--- src/rtl/alu_pkg.sv ---
// rtl/alu_pkg.sv - shared ALU op codes, flag indices and arbiter FSM states
package alu_pkg;

    typedef enum logic [3:0] {
        OP_SUB = 4'd0,
        OP_ADD = 4'd1,
        OP_MUL = 4'd2,
        OP_MOV = 4'd3,
        OP_CMP = 4'd4,
        OP_DIV = 4'd5,
        OP_XOR = 4'd6,
        OP_AND = 4'd7,
        OP_NOT = 4'd8,
        OP_SHL = 4'd9,
        OP_SHR = 4'd10
    } alu_op_t;

    localparam logic [3:0] ALU_OP_LAST = 4'd10;

    localparam int FLAG_ZERO = 0;
    localparam int FLAG_NEG  = 1;

    typedef enum logic [1:0] {
        IDLE,
        EXEC,
        RESP
    } arb_state_t;

endpackage

--- src/rtl/ALU.sv ---
// rtl/ALU.sv - combinational N-bit ALU with zero/negative flags
module ALU
    import alu_pkg::*;
#(
    parameter int N = 32
) (
    input  logic [N-1:0] a,
    input  logic [N-1:0] b,
    input  logic [3:0]   alu_select,
    output logic [N-1:0] result,
    output logic [1:0]   flags
);

    logic signed [N-1:0] sa;
    logic signed [N-1:0] sb_nz;
    logic signed [N-1:0] quot;

    // Divisor is forced non-zero so the quotient never goes undefined; callers flag b=0 themselves
    assign sa    = a;
    assign sb_nz = (b == '0) ? N'(1) : b;
    assign quot  = sa / sb_nz;

    always_comb begin
        result = '0;
        case (alu_select)
            OP_SUB:  result = a - b;
            OP_ADD:  result = a + b;
            OP_MUL:  result = a * b;
            OP_MOV:  result = a;
            OP_CMP:  result = a - b;
            OP_DIV:  result = quot;
            OP_XOR:  result = a ^ b;
            OP_AND:  result = a & b;
            OP_NOT:  result = ~a;
            OP_SHL:  result = a << b;
            OP_SHR:  result = a >> b;
            default: result = '0;
        endcase
    end

    always_comb begin
        flags            = '0;
        flags[FLAG_ZERO] = (result == '0);
        flags[FLAG_NEG]  = result[N-1];
    end

endmodule

--- src/rtl/rr_arb2.sv ---
// rtl/rr_arb2.sv - two-way round-robin grant, one-hot output
module rr_arb2 (
    input  logic [1:0] valid,
    input  logic       last,
    output logic [1:0] grant
);

    always_comb begin
        grant = 2'b00;
        case (valid)
            2'b01:   grant = 2'b01;
            2'b10:   grant = 2'b10;
            2'b11:   grant = last ? 2'b01 : 2'b10;
            default: grant = 2'b00;
        endcase
    end

endmodule

--- src/rtl/alu_arbiter.sv ---
// rtl/alu_arbiter.sv - shares one ALU between two requesters with a registered response
module alu_arbiter
    import alu_pkg::*;
#(
    parameter int N = 32
) (
    input  logic                clk,
    input  logic                rst_n,
    input  logic [1:0]          req_valid,
    output logic [1:0]          req_ready,
    input  logic [1:0][N-1:0]   req_a,
    input  logic [1:0][N-1:0]   req_b,
    input  logic [1:0][3:0]     req_op,
    output logic                rsp_valid,
    input  logic                rsp_ready,
    output logic [N-1:0]        rsp_data,
    output logic [1:0]          rsp_flags,
    output logic                rsp_id,
    output logic                rsp_err
);

    arb_state_t  state;
    arb_state_t  state_next;
    logic        last;
    logic [1:0]  grant;
    logic        grant_id;
    logic        accept;
    logic [N-1:0] a_q;
    logic [N-1:0] b_q;
    logic [3:0]  op_q;
    logic        id_q;
    logic [N-1:0] alu_result;
    logic [1:0]  alu_flags;
    logic        op_err;

    rr_arb2 u_arb (
        .valid (req_valid),
        .last  (last),
        .grant (grant)
    );

    // Ready is gated by rst_n so nothing can be accepted while reset is held
    assign req_ready = (state == IDLE && rst_n) ? grant : 2'b00;
    assign grant_id  = grant[1];
    assign accept    = |(req_valid & req_ready);
    assign rsp_valid = (state == RESP);

    ALU #(.N(N)) u_alu (
        .a          (a_q),
        .b          (b_q),
        .alu_select (op_q),
        .result     (alu_result),
        .flags      (alu_flags)
    );

    assign op_err = (op_q > ALU_OP_LAST) || (op_q == OP_DIV && b_q == '0);

    always_ff @(posedge clk or negedge rst_n) begin
        if (!rst_n) begin
            state <= IDLE;
        end else begin
            state <= state_next;
        end
    end

    always_comb begin
        state_next = state;
        case (state)
            IDLE:    if (accept) state_next = EXEC;
            EXEC:    state_next = RESP;
            RESP:    if (rsp_ready) state_next = IDLE;
            default: state_next = IDLE;
        endcase
    end

    always_ff @(posedge clk or negedge rst_n) begin
        if (!rst_n) begin
            last      <= 1'b1;
            a_q       <= '0;
            b_q       <= '0;
            op_q      <= '0;
            id_q      <= 1'b0;
            rsp_data  <= '0;
            rsp_flags <= '0;
            rsp_id    <= 1'b0;
            rsp_err   <= 1'b0;
        end else begin
            if (state == IDLE && accept) begin
                a_q  <= req_a[grant_id];
                b_q  <= req_b[grant_id];
                op_q <= req_op[grant_id];
                id_q <= grant_id;
                last <= grant_id;
            end
            // Response registers load only in EXEC, so they hold through any RESP stall
            if (state == EXEC) begin
                rsp_id <= id_q;
                if (op_err) begin
                    rsp_data  <= '0;
                    rsp_flags <= 2'b01;
                    rsp_err   <= 1'b1;
                end else begin
                    rsp_data  <= alu_result;
                    rsp_flags <= alu_flags;
                    rsp_err   <= 1'b0;
                end
            end
        end
    end

endmodule
--- config.mk ---
export PLATFORM = sky130hd
export DESIGN_NAME = alu_arbiter
export DESIGN_NICKNAME = d
export VERILOG_FILES = /design/src/rtl/alu_pkg.sv /design/src/rtl/ALU.sv /design/src/rtl/rr_arb2.sv /design/src/rtl/alu_arbiter.sv
export SDC_FILE = /design/constraint.sdc
export NUM_CORES = 2
export LEC_CHECK = 0
export ABC_CLOCK_PERIOD_IN_PS = 83100
export BUFFER_PORTS_ARGS = -buffer_cell sky130_fd_sc_hd__buf_2
export CORE_UTILIZATION = 42
export CTS_CLUSTER_DIAMETER = 100
export DETAILED_ROUTE_END_ITERATION = 6
export PLACE_DENSITY_LB_ADDON = 0.08
export SLEW_MARGIN = 0
export SYNTH_ARGS = -nofsm -noshare
export SYNTH_HDL_FRONTEND = slang
export SYNTH_SLANG_ARGS = --single-unit
export TNS_END_PERCENT = 20
--- constraint.sdc ---
create_clock -name clk -period 83.1 [get_ports clk]
set_clock_uncertainty 0.15 [all_clocks]
set_input_delay 8.31 -clock clk [delete_from_list [all_inputs] [get_ports clk]]
set_output_delay 8.31 -clock clk [all_outputs]
set_load 0.05 [all_outputs]
== Word-level counts from Yosys, hierarchy flattened ==
Cells that the tools add are included.
Word-level totals
  memories: 0
  latch bits: 0
  word-level logic and storage cells: 67
  flip-flop bits (word level): 108
  RAM bits: 0
  input port bits: 141
  memory bits (read-only): 0
  output and inout bits: 39
Cells by class
  reduce and logical (&&, ||, !) cells: 11
  magnitude comparators: 2
  bitwise gates (word level): 4
  shift operators: 2
  add/subtract/negate cells: 2
  equal/unequal tests: 17
  muxes and demuxes: 17
  multipliers: 1
  divide/modulo/power cells: 1
Operators with widths (number)
  32-bit case mux with 10 select lines: 1
  32-bit 2-to-1 mux: 6
  32-bit zero test: 2
  32-bit adder: 1
  32-bit bitwise AND: 1
  32-bit by 32-bit divider with 32-bit output: 1
  32-bit by 32-bit multiplier with 32-bit output: 1
  32-bit NOT: 1
  32-bit by 32-bit left shift with 32-bit output: 1
  32-bit by 32-bit >> shifter with 32-bit output: 1
  32-bit subtractor: 1
  32-bit XOR: 1
  4-bit by 3-bit == test with 1-bit output, second input constant: 4
  4-bit == test, second input constant: 3
  2-bit case mux with 3 select lines: 2
  2-bit 2-to-1 mux: 5
  4-bit by 2-bit == test with 1-bit output, second input constant: 2
  4-bit 2-to-1 mux: 2
  2-bit == test, second input constant: 3
  2-bit by 1-bit == test with 1-bit output, second input constant: 2
  4-bit by 1-bit == test with 1-bit output, second input constant: 1
  4-bit greater-than comparator, second input constant: 1
  4-bit zero test: 1
  2-bit OR reduction: 2
  other kinds (9): 11

== Longest topological paths before layout ==
  depth in word-level cells: 7
  gate-level depth with buffers: 405
  depth with buffers taken out: 365

== Cells and area by module ==
Synthesis repeated with hierarchy kept, for this count alone.
Unflattened totals
  cell total of the unflattened synthesis: 8017
  area, all modules: 58388.5 um2
Modules (own cells, without submodules)
  ALU: cells each 7536, area an instance 53550.1 um2, instances 1, sequential area each 0.0 um2
  alu_arbiter: cells each 478, area an instance 4819.6 um2, instances 1, sequential area each 2703.8 um2
  rr_arb2: cells each 3, area an instance 18.8 um2, instances 1, sequential area each 0.0 um2

== Least setup slack after synthesis ==
Ideal clock, no wire load.
  kind: reg2reg
  start point: register b_q[0]
  end point: register rsp_flags[0]
  setup slack: 0.222 ns
  buffers on the path: 63
  data required time: 82.846 ns
  cell stages (with the launch flop): 371
  period minus slack after synthesis: 82.878 ns
  setup time: 0.104 ns
  arrival time: 82.624 ns
  path through: dfrtp_1 > buf_1 > inv_1 > clkbuf_1 > clkbuf_1 > buf_1 > clkbuf_1 > ha_1 > nand3_1 > nor4_1 > nor2_1 > ha_1 > or3b_2 > nor4_2 > clkbuf_1 > nand3_1 > or4_1 > a31oi_1 > [335 not listed] > a21o_1 > a21o_1 > a21o_1 > a21o_1 > a21o_1 > a21oi_1 > o211a_1 > and2_1 > ha_1 > o221ai_1 > nor3_2 > nand3_1 > nor4_1 > mux2i_1 > or4_1 > nor2_1 > nand4_1 > a221oi_1
On the way
  word-level cells in the longest chain between the ends: 6
  elaborated cells on any way between the ends: 15
  those cells by class: add/sub (2); mul (1); div (1); shift (2); mux (3); bitwise (2); reduce/logical (4)
RTL lines
  start: declaration: RTL line alu_arbiter.sv:29  | logic [N-1:0] b_q;
  start signal: assignment: RTL line alu_arbiter.sv:90  | b_q <= req_b[grant_id];
  32-bit zero test: RTL line ALU.sv:20, alu_arbiter.sv:56
  32-bit 2-to-1 mux: RTL line ALU.sv:20  | assign sb_nz = (b == '0) ? N'(1) : b;
  32-bit by 32-bit divider with 32-bit output: RTL line ALU.sv:21  | assign quot = sa / sb_nz;
  32-bit case mux with 10 select lines: RTL line ALU.sv:25  | case (alu_select)
  32-bit zero test: RTL line ALU.sv:43  | flags[FLAG_ZERO] = (result == '0);
  2-bit 2-to-1 mux *: RTL line alu_arbiter.sv:98  | if (op_err) begin
  end signal: assignment: RTL line alu_arbiter.sv:104  | rsp_flags <= alu_flags;
  end: declaration: RTL line alu_arbiter.sv:17  | output logic [1:0] rsp_flags,
Mark *: on every way between the ends. The rest lies on a longest branch, timed or not.
A chain may end at the register's enable or synchronous reset.

== Worst setup path in the final report ==
  start point: register b_q[15]
  end point: register rsp_flags[0]
Same word-level chain as after synthesis.

==> flow_metrics.env <==
export IMPL_cp_required_ns=83.31
export IMPL_die_h_microns=375.2
export IMPL_synthSimpleGateAreaFrac=0.2244
export IMPL_synth_fa_ha_area_frac=0.2938
export IMPL_synth_area_mux_share=0.03973
export IMPL_rows=136
export IMPL_crit_family="compound AO/OA/AOI/OAI gates"
export IMPL_maxSlewViolCount=0
export IMPL_hold_path_class="reg -> reg"
export IMPL_synthDistinctLibCells=116
export IMPL_avgSynthCellArea_sq_um=7.288
export IMPL_hpwl_mm=228.7
export IMPL_synth_area_leader_cell="ha_1"
export IMPL_relSlewSlack=0.08678
export IMPL_fillers=14243
export IMPL_use_met3=0.06163
export IMPL_cpPeakStageDelay_ns=0.65
export IMPL_clock_fmax_mhz=12.64
export IMPL_setup_violations=0
export IMPL_final_seq_area_sq_mm=0.002703
export IMPL_io_pins=180
export IMPL_synth_most_common_cell="nand2_1"
export IMPL_violations="design-rule violations"
export IMPL_die_area_sq_mm=0.1407
export IMPL_avgViaCountPerCell=6.370
export IMPL_grt_use_met2=0.6505
export IMPL_synth_top_family_by_area="adder cells"
export IMPL_synthTopCellsByCount="nand2_1, nor2_1, ha_1"
export IMPL_vias=63663
export IMPL_synth_compound_area_frac=0.2430
export IMPL_synth_area_leaders="ha_1, fa_1, nand2_1"
export IMPL_clkTransAtPathRegs_ns=0.12
export IMPL_busiest_layer="met2"
export IMPL_drc=1
export IMPL_clock_sinks=107
export IMPL_cp_max_fo=27
export IMPL_synthArstFlopShare=1.000
export IMPL_outcome="complete, but fails checks"
export IMPL_maxCapViolCount=0
export IMPL_critPathBufInv=36
export IMPL_crit_path_end_kind="flop"
export IMPL_max_clock_path_buffers=2
export IMPL_initial_core_util=0.4243
export IMPL_worst_setup_path_start_kind="flop"
export IMPL_cpMaxStageDelayCell="or4_4"
export IMPL_synth_ff_type="dfrtp_1"
export IMPL_ant_nets=0
export IMPL_crit_type="reg -> reg"
export IMPL_port_buffers=179
export IMPL_synth_edf_count=0
export IMPL_synth_yosys_seq_area_share=0.04581
export IMPL_core_area_sq_mm=0.1378
export IMPL_syn_num_nets=9293
export IMPL_fp_dieW_microns=375.2
export IMPL_grt_pass1_vias=61191
export IMPL_syn_inst=8024
export IMPL_multiInputGateArea_sq_mm=0.05284
export IMPL_gp_congestion=1.034
export IMPL_cts_tree="yes"
export IMPL_drive_gt1_frac=0.1222
export IMPL_crit_top_cell="ha_1"
export IMPL_synthToLayoutAreaGrowth_pct=10.65
export IMPL_grt_util_all_layers=0.4050
export IMPL_grt_overflow_total=0
export IMPL_hold_buffers=0
export IMPL_drt_first_pass_iters=7
export IMPL_routedWlPerCell_microns=29.31
export IMPL_yosys_area_share_xor_xnor=0.08147
export IMPL_drt_iter0_drc=6454
export IMPL_synth_top_area_share=0.1538
export IMPL_min_period_over_period=0.9523
export IMPL_routed_wl_mm=293.0
export IMPL_fin_crit_ns=79.14
export IMPL_grt_pass1_wl_mm=422.6
export IMPL_worst_pin_slew_ns=1.335
export IMPL_ys_ff_latch=107
export IMPL_use_met1=0.5319
export IMPL_clkLatencyLatePin_ns=0.47
export IMPL_yosysWarningCount=0
export IMPL_htreeDepth=3
export IMPL_nets=9461
export IMPL_cts_made_buffers=9
export IMPL_grt_max_degree=92
export IMPL_netlist_area_sq_mm=0.05848
export IMPL_cp_arrival_ns=79.35
export IMPL_final_hold_violation_count=0
export IMPL_antenna_found_initial=15
export IMPL_cts_root_buf="clkbuf_16"
export IMPL_hold_ws_ns=0.3338
-- metrics by stage --
| step | util | TNS, ns | cell area, sq um | setup slack, ns | instances |
|---|---|---|---|---|---|
| after floorplan | - | 0 | 58480 | 0.2223 | 8024 |
| after global placement | 0.4586 | -0.9520 | 63220 | -0.5153 | 9938 |
| after detailed placement | 0.4587 | -15.28 | 63230 | -1.626 | 9939 |
| after CTS | 0.4620 | 0 | 63670 | 0.02509 | 9958 |
| after global routing | 0.4694 | -0.04354 | 64700 | -0.04354 | 9991 |
| final | 0.4695 | 0 | 64710 | 3.960 | 9994 |
-- kinds of logic after synthesis --
kind of cell,count (synthesis)
compound gates,2143
flops,107
simple gates,2798
fa+ha+maj,1128
xor+xnor,544
buf+inv,1093
mux,211
-- path summary, 6_finish.rpt --
path | startpoint | endpoint | slack [ns] | depth (start not counted)
max | b_q[15] | rsp_flags[0] | 3.96 | 357
min | rsp_data[25] | rsp_data[25] | 0.33 | 1
max reg2reg | b_q[15] | rsp_flags[0] | 3.96 | 357
min reg2reg | rsp_data[25] | rsp_data[25] | 0.33 | 1
max in group asynchronous | rst_n | b_q[2] | 73.63 | 2
min in group asynchronous | rst_n | rsp_data[24] | 7.72 | 1
-- cells in the final DEF, fill, tap and decap left out, types with 193 or more instances in the layout --
| cell | n |
|---|---|
| ha_1 | 718 |
| a21oi_1 | 460 |
| fa_1 | 409 |
| o21ai_0 | 463 |
| xnor2_1 | 325 |
| xor2_1 | 198 |
| nor2_1 | 709 |
| nand2_1 | 980 |
| a21o_1 | 193 |
| buf_4 | 395 |
| inv_1 | 650 |
| nor3_1 | 194 |
-- worst reg2reg max path, delay by kind of cell (launching register included) --
| kind | cells | cell delay (ns) |
|---|---|---|
| xor+xnor | 4 | 0.82 |
| flops | 1 | 0.41 |
| simple gates | 115 | 23.74 |
| compound gates | 166 | 35.10 |
| buf+inv | 36 | 6.78 |
| fa+ha+maj | 33 | 10.88 |
| mux | 3 | 1.11 |
-- what timing repair did --
action | 4_1_cts | 5_1_grt
resized for setup | 22 | 176
hold endpoints to repair | 0 | 0
setup endpoints to repair | 30 | 33
pin swaps | 0 | 27
gates cloned | 1 | 0
setup buffers | 2 | 33
-- per-layer routing --
layer | vias to the layer above | routed length, microns | part of all wire
met2 | 3151 | 130800 | 0.45
met3 | 715 | 23820 | 0.081
met1 | 31107 | 122000 | 0.42
met4 | 10 | 16290 | 0.056
met5 | - | 63 | 0.00022
li1 | 28680 | - | -
-- layout make-up --
type                    instances  area share
well taps                    1794     0.03469
diodes                          3   0.0001160
clock inverters                 7    0.001334
clock buffers                   9    0.003480
inverters                     658     0.03817
multi-input cells            6825      0.8166
flip-flops and latches        107     0.04177
repair buffers                591     0.06381
-- state kept, by name, indices dropped and copies added, names as in the netlist --
register / count
a_q: 32
b_q: 32
id_q: 1
last: 1
op_q: 4
rsp_data: 32
rsp_err: 1
rsp_flags: 1
rsp_id: 1
state: 2
Power is left out: the tool's default activity adds up to more than one toggle a clock period on the data nets, which glitch-free logic cannot reach.
